--- src/rtl/kmc_clkctl.sv ---
// ----------------------------------------------------------------------------
// kmc_clkctl -- KMC11 microcycle clock controller.
//
// Turns the maintenance-register controls (RUN, STEP, CRAM IN/OUT/WR) into
// the per-phase clock enables used by the sequencer and ALU. A microcycle
// is CLKDIV clocks long: fetch at phase 0, execute at phase CLKDIV-2 and
// PC update at phase CLKDIV-1. The next fetch therefore sees the updated PC.
//
// Parameter:
//   CLKDIV        clk cycles per microcycle (3..16)
//
// Ports:
//   clk           system clock
//   rst           asynchronous active-high reset
//   kmcINIT       synchronous device initialize (same effect as rst)
//   kmcRUN        run level from the maintenance CSR
//   kmcSTEP       step level; one microcycle per rising edge
//   kmcCRAMIN     execute the maintenance instruction (suppresses fetch)
//   kmcCRAMOUT    CRAM write enable from the maintenance CSR
//   kmcCRAMWR     CRAM write level; one write strobe per rising edge
//   kmcCRAMCLKEN  load CRAM output register (phase 0)
//   kmcALUCLKEN   clock ALU/registers/BRG (phase CLKDIV-2)
//   kmcPCCLKEN    advance or branch the PC (phase CLKDIV-1)
//   kmcCRAMWRSTB  one-clock CRAM write strobe
//   kmcBUSY       microcycle in progress
//   kmcPHASE      current phase (0 outside RUN/STEP)
// ----------------------------------------------------------------------------
module kmc_clkctl #(
   parameter int CLKDIV = 4
) (
   input  logic       clk,
   input  logic       rst,
   input  logic       kmcINIT,
   input  logic       kmcRUN,
   input  logic       kmcSTEP,
   input  logic       kmcCRAMIN,
   input  logic       kmcCRAMOUT,
   input  logic       kmcCRAMWR,
   output logic       kmcCRAMCLKEN,
   output logic       kmcALUCLKEN,
   output logic       kmcPCCLKEN,
   output logic       kmcCRAMWRSTB,
   output logic       kmcBUSY,
   output logic [3:0] kmcPHASE
);

   localparam logic [3:0] PH_ALU  = 4'(CLKDIV - 2);
   localparam logic [3:0] PH_LAST = 4'(CLKDIV - 1);

   typedef enum logic [1:0] {
      S_IDLE  = 2'd0,
      S_RUN   = 2'd1,
      S_STEP  = 2'd2,
      S_WRITE = 2'd3
   } state_t;

   state_t     state_q;
   logic [3:0] phase_q;
   logic [3:0] phase_d;
   logic       run_q;
   logic       step_q;
   logic       step_prev_q;
   logic       wr_q;
   logic       wr_prev_q;
   logic       step_rise;
   logic       wr_rise;
   logic       phase_last;

   // Edge detection works on the registered copies, so a rise observed in
   // one clock acts on the next edge and is gone one clock later: a rise
   // that arrives while the FSM is busy is simply lost.
   assign step_rise  = step_q & ~step_prev_q;
   assign wr_rise    = wr_q & ~wr_prev_q;
   assign phase_last = (phase_q == PH_LAST);
   assign phase_d    = phase_last ? 4'd0 : phase_q + 4'd1;

   always_ff @(posedge clk or posedge rst) begin
      if (rst) begin
         state_q     <= S_IDLE;
         phase_q     <= 4'd0;
         run_q       <= 1'b0;
         step_q      <= 1'b0;
         step_prev_q <= 1'b0;
         wr_q        <= 1'b0;
         wr_prev_q   <= 1'b0;
      end else if (kmcINIT) begin
         state_q     <= S_IDLE;
         phase_q     <= 4'd0;
         run_q       <= 1'b0;
         step_q      <= 1'b0;
         step_prev_q <= 1'b0;
         wr_q        <= 1'b0;
         wr_prev_q   <= 1'b0;
      end else begin
         run_q       <= kmcRUN;
         step_q      <= kmcSTEP;
         step_prev_q <= step_q;
         wr_q        <= kmcCRAMWR;
         wr_prev_q   <= wr_q;

         case (state_q)
            S_IDLE: begin
               phase_q <= 4'd0;
               if (run_q)
                  state_q <= S_RUN;
               else if (step_rise)
                  state_q <= S_STEP;
               else if (wr_rise && kmcCRAMOUT)
                  state_q <= S_WRITE;
            end
            // RUN is only re-examined at the end of a microcycle, so a
            // dropped RUN always lets the current microcycle complete.
            S_RUN: begin
               phase_q <= phase_d;
               if (phase_last && !run_q)
                  state_q <= S_IDLE;
            end
            S_STEP: begin
               phase_q <= phase_d;
               if (phase_last)
                  state_q <= S_IDLE;
            end
            S_WRITE: begin
               phase_q <= 4'd0;
               state_q <= S_IDLE;
            end
            default: begin
               phase_q <= 4'd0;
               state_q <= S_IDLE;
            end
         endcase
      end
   end

   // Enables decode directly from the state/phase registers.
   assign kmcBUSY      = (state_q == S_RUN) || (state_q == S_STEP);
   assign kmcCRAMCLKEN = kmcBUSY && (phase_q == 4'd0) && !kmcCRAMIN;
   assign kmcALUCLKEN  = kmcBUSY && (phase_q == PH_ALU);
   assign kmcPCCLKEN   = kmcBUSY && phase_last;
   assign kmcCRAMWRSTB = (state_q == S_WRITE);
   assign kmcPHASE     = phase_q;

endmodule

--- config.mk ---
export PLATFORM = sky130hd
export DESIGN_NAME = kmc_clkctl
export DESIGN_NICKNAME = d
export VERILOG_FILES = /design/src/rtl/kmc_clkctl.sv
export SDC_FILE = /design/constraint.sdc
export NUM_CORES = 1
export LEC_CHECK = 0
export ABC_AREA = 1
export CORE_ASPECT_RATIO = 0.9
export CORE_MARGIN = 2
export CORE_UTILIZATION = 34
export CTS_BUF_LIST = sky130_fd_sc_hd__clkbuf_8
export DETAILED_ROUTE_END_ITERATION = 10
export PLACE_DENSITY = 0.66
export SLEW_MARGIN = 10
export SYNTH_ARGS = -nofsm -noshare
export SYNTH_HDL_FRONTEND = slang
export SYNTH_SLANG_ARGS = --single-unit
--- constraint.sdc ---
create_clock -name clk -period 1.85 [get_ports clk]
set_input_delay 0.37 -clock clk [delete_from_list [all_inputs] [get_ports clk]]
set_output_delay 0.37 -clock clk [all_outputs]
set_load 0.01 [all_outputs]
==> metrics.txt, run 1 <==
Final #Nets 123; final period utilization 0.9560; Critical Path RT 1.48 ns; cell depth of the worst flop-to-flop path 7; global-route wire length before repair 2111 µm; post-synthesis compound-gate area fraction 0; Overflow after GRT 0; CP Max Fanout 3; power density over cell area 1115 nW/µm²; Yosys reg bits 11; Reg clk slew, reported paths 0.05 ns; placed cell count 127; Slew @ Worst Pin 0.4351 ns; GRT Overall Usage 0.1278; synthesis-to-finish area growth 40.15%; FF/Latch Area 275.3 µm²; vias in the first global route 513; Hold Path Class in2async; Synth cell types 19; maxcap violations 0; Synth Area in Simple Gates 0.2891; diode count 0; overall power 1.062 mW; Longest Clk Path Bufs 2; FF-to-FF setup slack 0.58 ns; starting density of the core 0.3584; Critical Path AT 1.40 ns; GPL Wtd Cong 0.7096; Antenna Nets Post-Route 0; post-CTS setup buffer count 0; Final Hold Fails 0; Die Ht 46.41 µm; maximum VDD drop 0.0005626 V; endpoints failing setup 0; layout cells sized above 1 0.2075; worst-path cell chain buf_4, ha_1, clkdlybuf4s50_1; Ys Warns 0; Synth Instances 79; initial antenna violation count 0; Worst-Skew Late Latency 0.24 ns; Die ar. 2372 µm²; final WL 1235 µm; Post-Synthesis Cell Area 679.4 µm²; FP Rows 15; clock sink total 11; R2R Path Start kmcPHASE[1]; fin area 952.2 µm²; crit path launch type flop; Crit Path Category reg2out; DRC 0; FMAX 565.4 MHz; drt initial violations 6; Syn Area/Cell 8.600 µm²; largest net degree at the start of global routing 12; outcome finished, final reports clean; Critical Path End Type primary output; Leakage 0.4934 nW; root buf cell clkbuf_8; Port Buffers 16; footprint of the multi-input gates 314.1 µm²; RR Endpoint state_q[0]; Mapped Nets 95; Finished Layout Cells 131; DP Wirelength 1026 µm; Crit-path slowest cell clkdlybuf4s50_1; Placement Cell Area 919.6 µm²; H-Tree Depth 1; I/O pin count 17; vias 542; combinational family with the most area after synthesis simple AND/OR/NAND/NOR gates; CP peak stage delay 0.47 ns; CTS tree yes; post-DR wirelength/cell 9.427 µm; number of max-slew violations in the final report 0; mux cell area share after synthesis 0; Seq/Total Area, Yosys 0.4052; filler cell count 192; sum of negative setup slack 0 ns; RSZ-0062 raised after global routing false; Util after Layout 0.5023; 1st-pass router iterations 4; Synth Area in Adders 0.1473; Post-Synth XOR/XNOR Area 0.02578; TritonCTS Buffers 3; post-DR vias/cell 4.137; Core Region 1896 µm²; fin crit period 1.769 ns; Worst Clk Skew 0.005306 ns; die width 51.12 µm; relative slew slack 0.7096
==> state kept, by name (all words and copies together), names as in the netlist <==
| register | count |
|---|---|
| step_prev_q | 1 |
| state_q | 2 |
| wr_q | 1 |
| wr_prev_q | 1 |
| run_q | 1 |
| step_q | 1 |
| kmcPHASE | 4 |
==> area by class of cell <==
class	count	share of cell area
multi-input combinational	48	0.3298
inverter	19	0.08279
tap	25	0.03285
sequential	11	0.2891
clock inverter	1	0.003942
timing repair buffer	24	0.2181
clock buffer	3	0.04336
==> logic make-up after synthesis <==
family,count (synthesis)
DFF,11
and+or+nand+nor,38
buffers and inverters,20
xor gates and xnor gates,2
adders and majority gates,8
==> Yosys cell counts, drive strengths merged <==
master,instances,area share
dfrtp,11,0.41
buf,1,0.017
ha,8,0.15
clkinv,1,0.0055
inv,18,0.11
nand3b,1,0.011
nor2,16,0.10
xnor2,1,0.013
nand4,2,0.018
xor2,1,0.013
nor3b,1,0.011
nand2,11,0.072
nand3,7,0.074
==> placed cells by master (no fill, tap or decap) <==
| cell | instances |
|---|---|
| inv_1 | 16 |
| clkdlybuf4s50_1 | 12 |
| clkbuf_2 | 2 |
| nand2_4 | 1 |
| clkbuf_8 | 3 |
| dfrtp_1 | 11 |
| inv_2 | 2 |
| nand4_1 | 2 |
| clkinv_1 | 1 |
| nor3b_1 | 1 |
| nand3_1 | 4 |
| nor2_1 | 14 |
| inv_8 | 1 |
| nand3b_1 | 1 |
| nor2_4 | 1 |
| ha_1 | 8 |
| nor2_2 | 1 |
| xnor2_1 | 1 |
| dlygate4sd2_1 | 2 |
| buf_4 | 8 |
| nand3_2 | 3 |
| xor2_1 | 1 |
| nand2_1 | 10 |
==> worst max-delay path by stage <==
stage | end | startpoint | depth (start not counted) | slack [ns]
6_report | kmcCRAMWRSTB | state_q[0] | 3 | 0.08
2_1_floorplan | kmcCRAMCLKEN | state_q[0] | 4 | 0.25
4_1_cts | kmcPCCLKEN | state_q[0] | 6 | 0.002
5_1_grt | kmcCRAMWRSTB | state_q[0] | 3 | 0.04
3_5_place_dp | kmcCRAMCLKEN | kmcCRAMIN | 3 | -0.04
3_3_place_gp | kmcCRAMCLKEN | kmcCRAMIN | 3 | -0.03
==> worst max-delay path: cells and delay by family (launching register included) <==
kind / cells / cell delay, ns
fa+ha+maj: 1 / 0.18
buf+inv: 2 / 0.62
flops: 1 / 0.37
==> what timing repair did <==
action | 4_1_cts | 5_1_grt
gates resized for setup | 4 | 4
hold buffers | 0 | 0
setup endpoints to repair | 4 | 2
==> metal layers <==
| metal | vias to the layer above | wire [µm] | track usage |
|---|---|---|---|
| met3 | 4 | 70 | 0.01948 |
| met2 | 18 | 536 | 0.2000 |
| met1 | 232 | 595 | 0.1613 |
| met5 | - | 0 | 0 |
| met4 | 0 | 32 | 0.09730 |
| li1 | 288 | - | - |
==> metrics by stage <==
stage | hold slack [ns] | setup slack [ns]
floorplan | 0.2224 | 0.2493
global placement | 0.4735 | -0.02656
detailed placement | 0.4917 | -0.04105
CTS | 0.4510 | 0.002126
global route | 0.4776 | 0.03676
finish | 0.4357 | 0.08143
==> power breakdown <==
group | internal, mW | switching [mW]
logic | 0.250 | 0.267
registers | 0.279 | 0.0306
clock network | 0.146 | 0.0903
Note: power is estimated with default switching activity, not from simulation.
==> run 2: changes to the inputs <==
--- a/config.mk
+++ b/config.mk
@@ -11,6 +11,7 @@
 export CORE_UTILIZATION = 34
 export CTS_BUF_LIST = sky130_fd_sc_hd__clkbuf_8
 export DETAILED_ROUTE_END_ITERATION = 10
+export GPL_TIMING_DRIVEN = 0
 export PLACE_DENSITY = 0.66
 export SLEW_MARGIN = 10
 export SYNTH_ARGS = -nofsm -noshare
==> run 2 against run 1 <==
Die area unchanged. Combinational power about the same. Global-route usage decreased by 1.5 points. Highest routed layer is now met3. Core utilization decreased by 0.66 points. Via count decreased by 4.8%. Final area decreased by 1.3%. Worst setup slack about the same. Non-clock buffer count decreased by 5. Total power decreased by 1.7%.
==> metrics.txt, run 2 (same netlist as run 1, synthesis figures left out) <==
number of max-slew violations in the final report 0; post-DR wirelength/cell 8.841 µm; Critical Path End Type primary output; post-DR vias/cell 4.095; 1st-pass router iterations 2; maxcap violations 0; Hold Path Class in2reg; Final #Nets 118; R2R Path Start state_q[0]; CP peak stage delay 0.47 ns; worst-path cell chain buf_4, ha_1, clkdlybuf4s50_1; Critical Path RT 1.48 ns; diode count 0; Die Ht 46.41 µm; global-route wire length before repair 1890 µm; Port Buffers 15; fin area 939.7 µm²; FMAX 565.5 MHz; DP Wirelength 824.3 µm; worst slack at placement -0.1683 ns; starting density of the core 0.3584; maximum VDD drop 0.0005583 V; TritonCTS Buffers 3; vias 516; Worst-Skew Late Latency 0.23 ns; Placement Cell Area 860.8 µm²; synthesis-to-finish area growth 38.31%; Die ar. 2372 µm²; Worst Clk Skew 0.002866 ns; power density over cell area 1110 nW/µm²; sum of negative setup slack 0 ns; outcome finished, final reports clean; relative slew slack 0.7259; commonest non-fill, non-tap cell in the layout inv_1; FP Rows 15; Overflow after GRT 0; Worst Slack Setup Final 0.08162 ns; Crit Path Category reg2out; I/O pin count 17; footprint of the multi-input gates 334.1 µm²; Critical Path AT 1.40 ns; Reg clk slew, reported paths 0.05 ns; final WL 1114 µm; die width 51.12 µm; final period utilization 0.9559; Antenna Nets Post-Route 0; CP startpoint state_q[0]; DRC 0; number of flip-flops in the largest register 4; CTS tree yes; Leakage 0.4764 nW; Final Hold Fails 0; GRT Overall Usage 0.1129; RSZ-0062 raised after global routing false; vias in the first global route 472; drt initial violations 7; Core Region 1896 µm²; FF/Latch Area 275.3 µm²; Slew @ Worst Pin 0.4108 ns; H-Tree Depth 1; fin crit period 1.768 ns; worst hold start kmcINIT; clock sink total 11; most frequent cells in the layout inv_1 (16), nor2_1 (14), clkdlybuf4s50_1 (11), dfrtp_1 (11), nand2_1 (10); Crit-path slowest cell clkdlybuf4s50_1; largest net degree at the start of global routing 12; root buf cell clkbuf_8; hold_buf cts 0; GPL Wtd Cong 0.7417; layout cells sized above 1 0.1980; initial antenna violation count 0; CP Max Fanout 3; filler cell count 190; crit path launch type flop; Longest Clk Path Bufs 2; endpoints failing setup 0
==> run 2: changes by cell type in the layout (fill, tap and decap cells not counted), sizes merged <==
cell / delta
buf: -4
clkbuf: -1
clkdlybuf4s50: -1
dlygate4sd2: +1
==> run 2: what timing repair did <==
action                     CTS  global route
buffers inserted             3             0
gates resized for setup      7             2
setup endpoints to repair    4             1
==> run 2: worst paths after layout <==
path                            depth (start not counted)            to  slack, ns
worst max-delay path                                    3  kmcCRAMWRSTB       0.08
worst min-delay path                                    2         run_q       0.36
worst max register to register                          7    state_q[1]       0.60
worst min register to register                          2     wr_prev_q       0.50
max in group asynchronous                               2    state_q[0]       1.14
min in group asynchronous                               2   kmcPHASE[3]       0.42
==> run 2: layout make-up <==
cell class | count | share of cell area
buffer | 1 | 0.01198
clock buffer | 3 | 0.04394
clock inverter | 1 | 0.003995
inverter | 19 | 0.08389
multi-input combinational | 48 | 0.3555
sequential | 11 | 0.2929
tap | 25 | 0.03329
timing repair buffer | 18 | 0.1744
==> run 2: routing by layer <==
layer	track usage	vias up	routed length, µm
li1	-	279	-
met1	0.1429	224	522
met2	0.1766	13	536
met3	0.02922	0	55
met4	0.06486	0	0
met5	0	-	0
==> run 2: report_power, final <==
part | switching (mW) | internal, mW
Clock | 0.0825 | 0.145
Combinational | 0.269 | 0.244
Sequential | 0.0234 | 0.279
Total | 0.375 | 0.668
==> run 2: per-stage QoR <==
| step | instances | total power, mW | hold WS [ns] | utilization |
|---|---|---|---|---|
| 2_1_floorplan | 79 | 0.6029 | 0.2224 | - |
| 3_3_place_gp | 119 | 0.7571 | 0.4760 | 0.4541 |
| 3_5_place_dp | 119 | 0.7579 | 0.4871 | 0.4541 |
| 4_1_cts | 126 | 1.052 | 0.3517 | 0.4957 |
| 5_1_grt | 126 | 1.159 | 0.3443 | 0.4957 |
| 6_report | 126 | 1.043 | 0.3555 | 0.4957 |
==> run 2: worst max-delay path, delay by kind of cell, from the launching register on <==
| kind | cells | cell delay (ns) |
|---|---|---|
| buffers and inverters | 2 | 0.61 |
| flip-flops | 1 | 0.37 |
| adder cells (fa/ha/maj) | 1 | 0.18 |
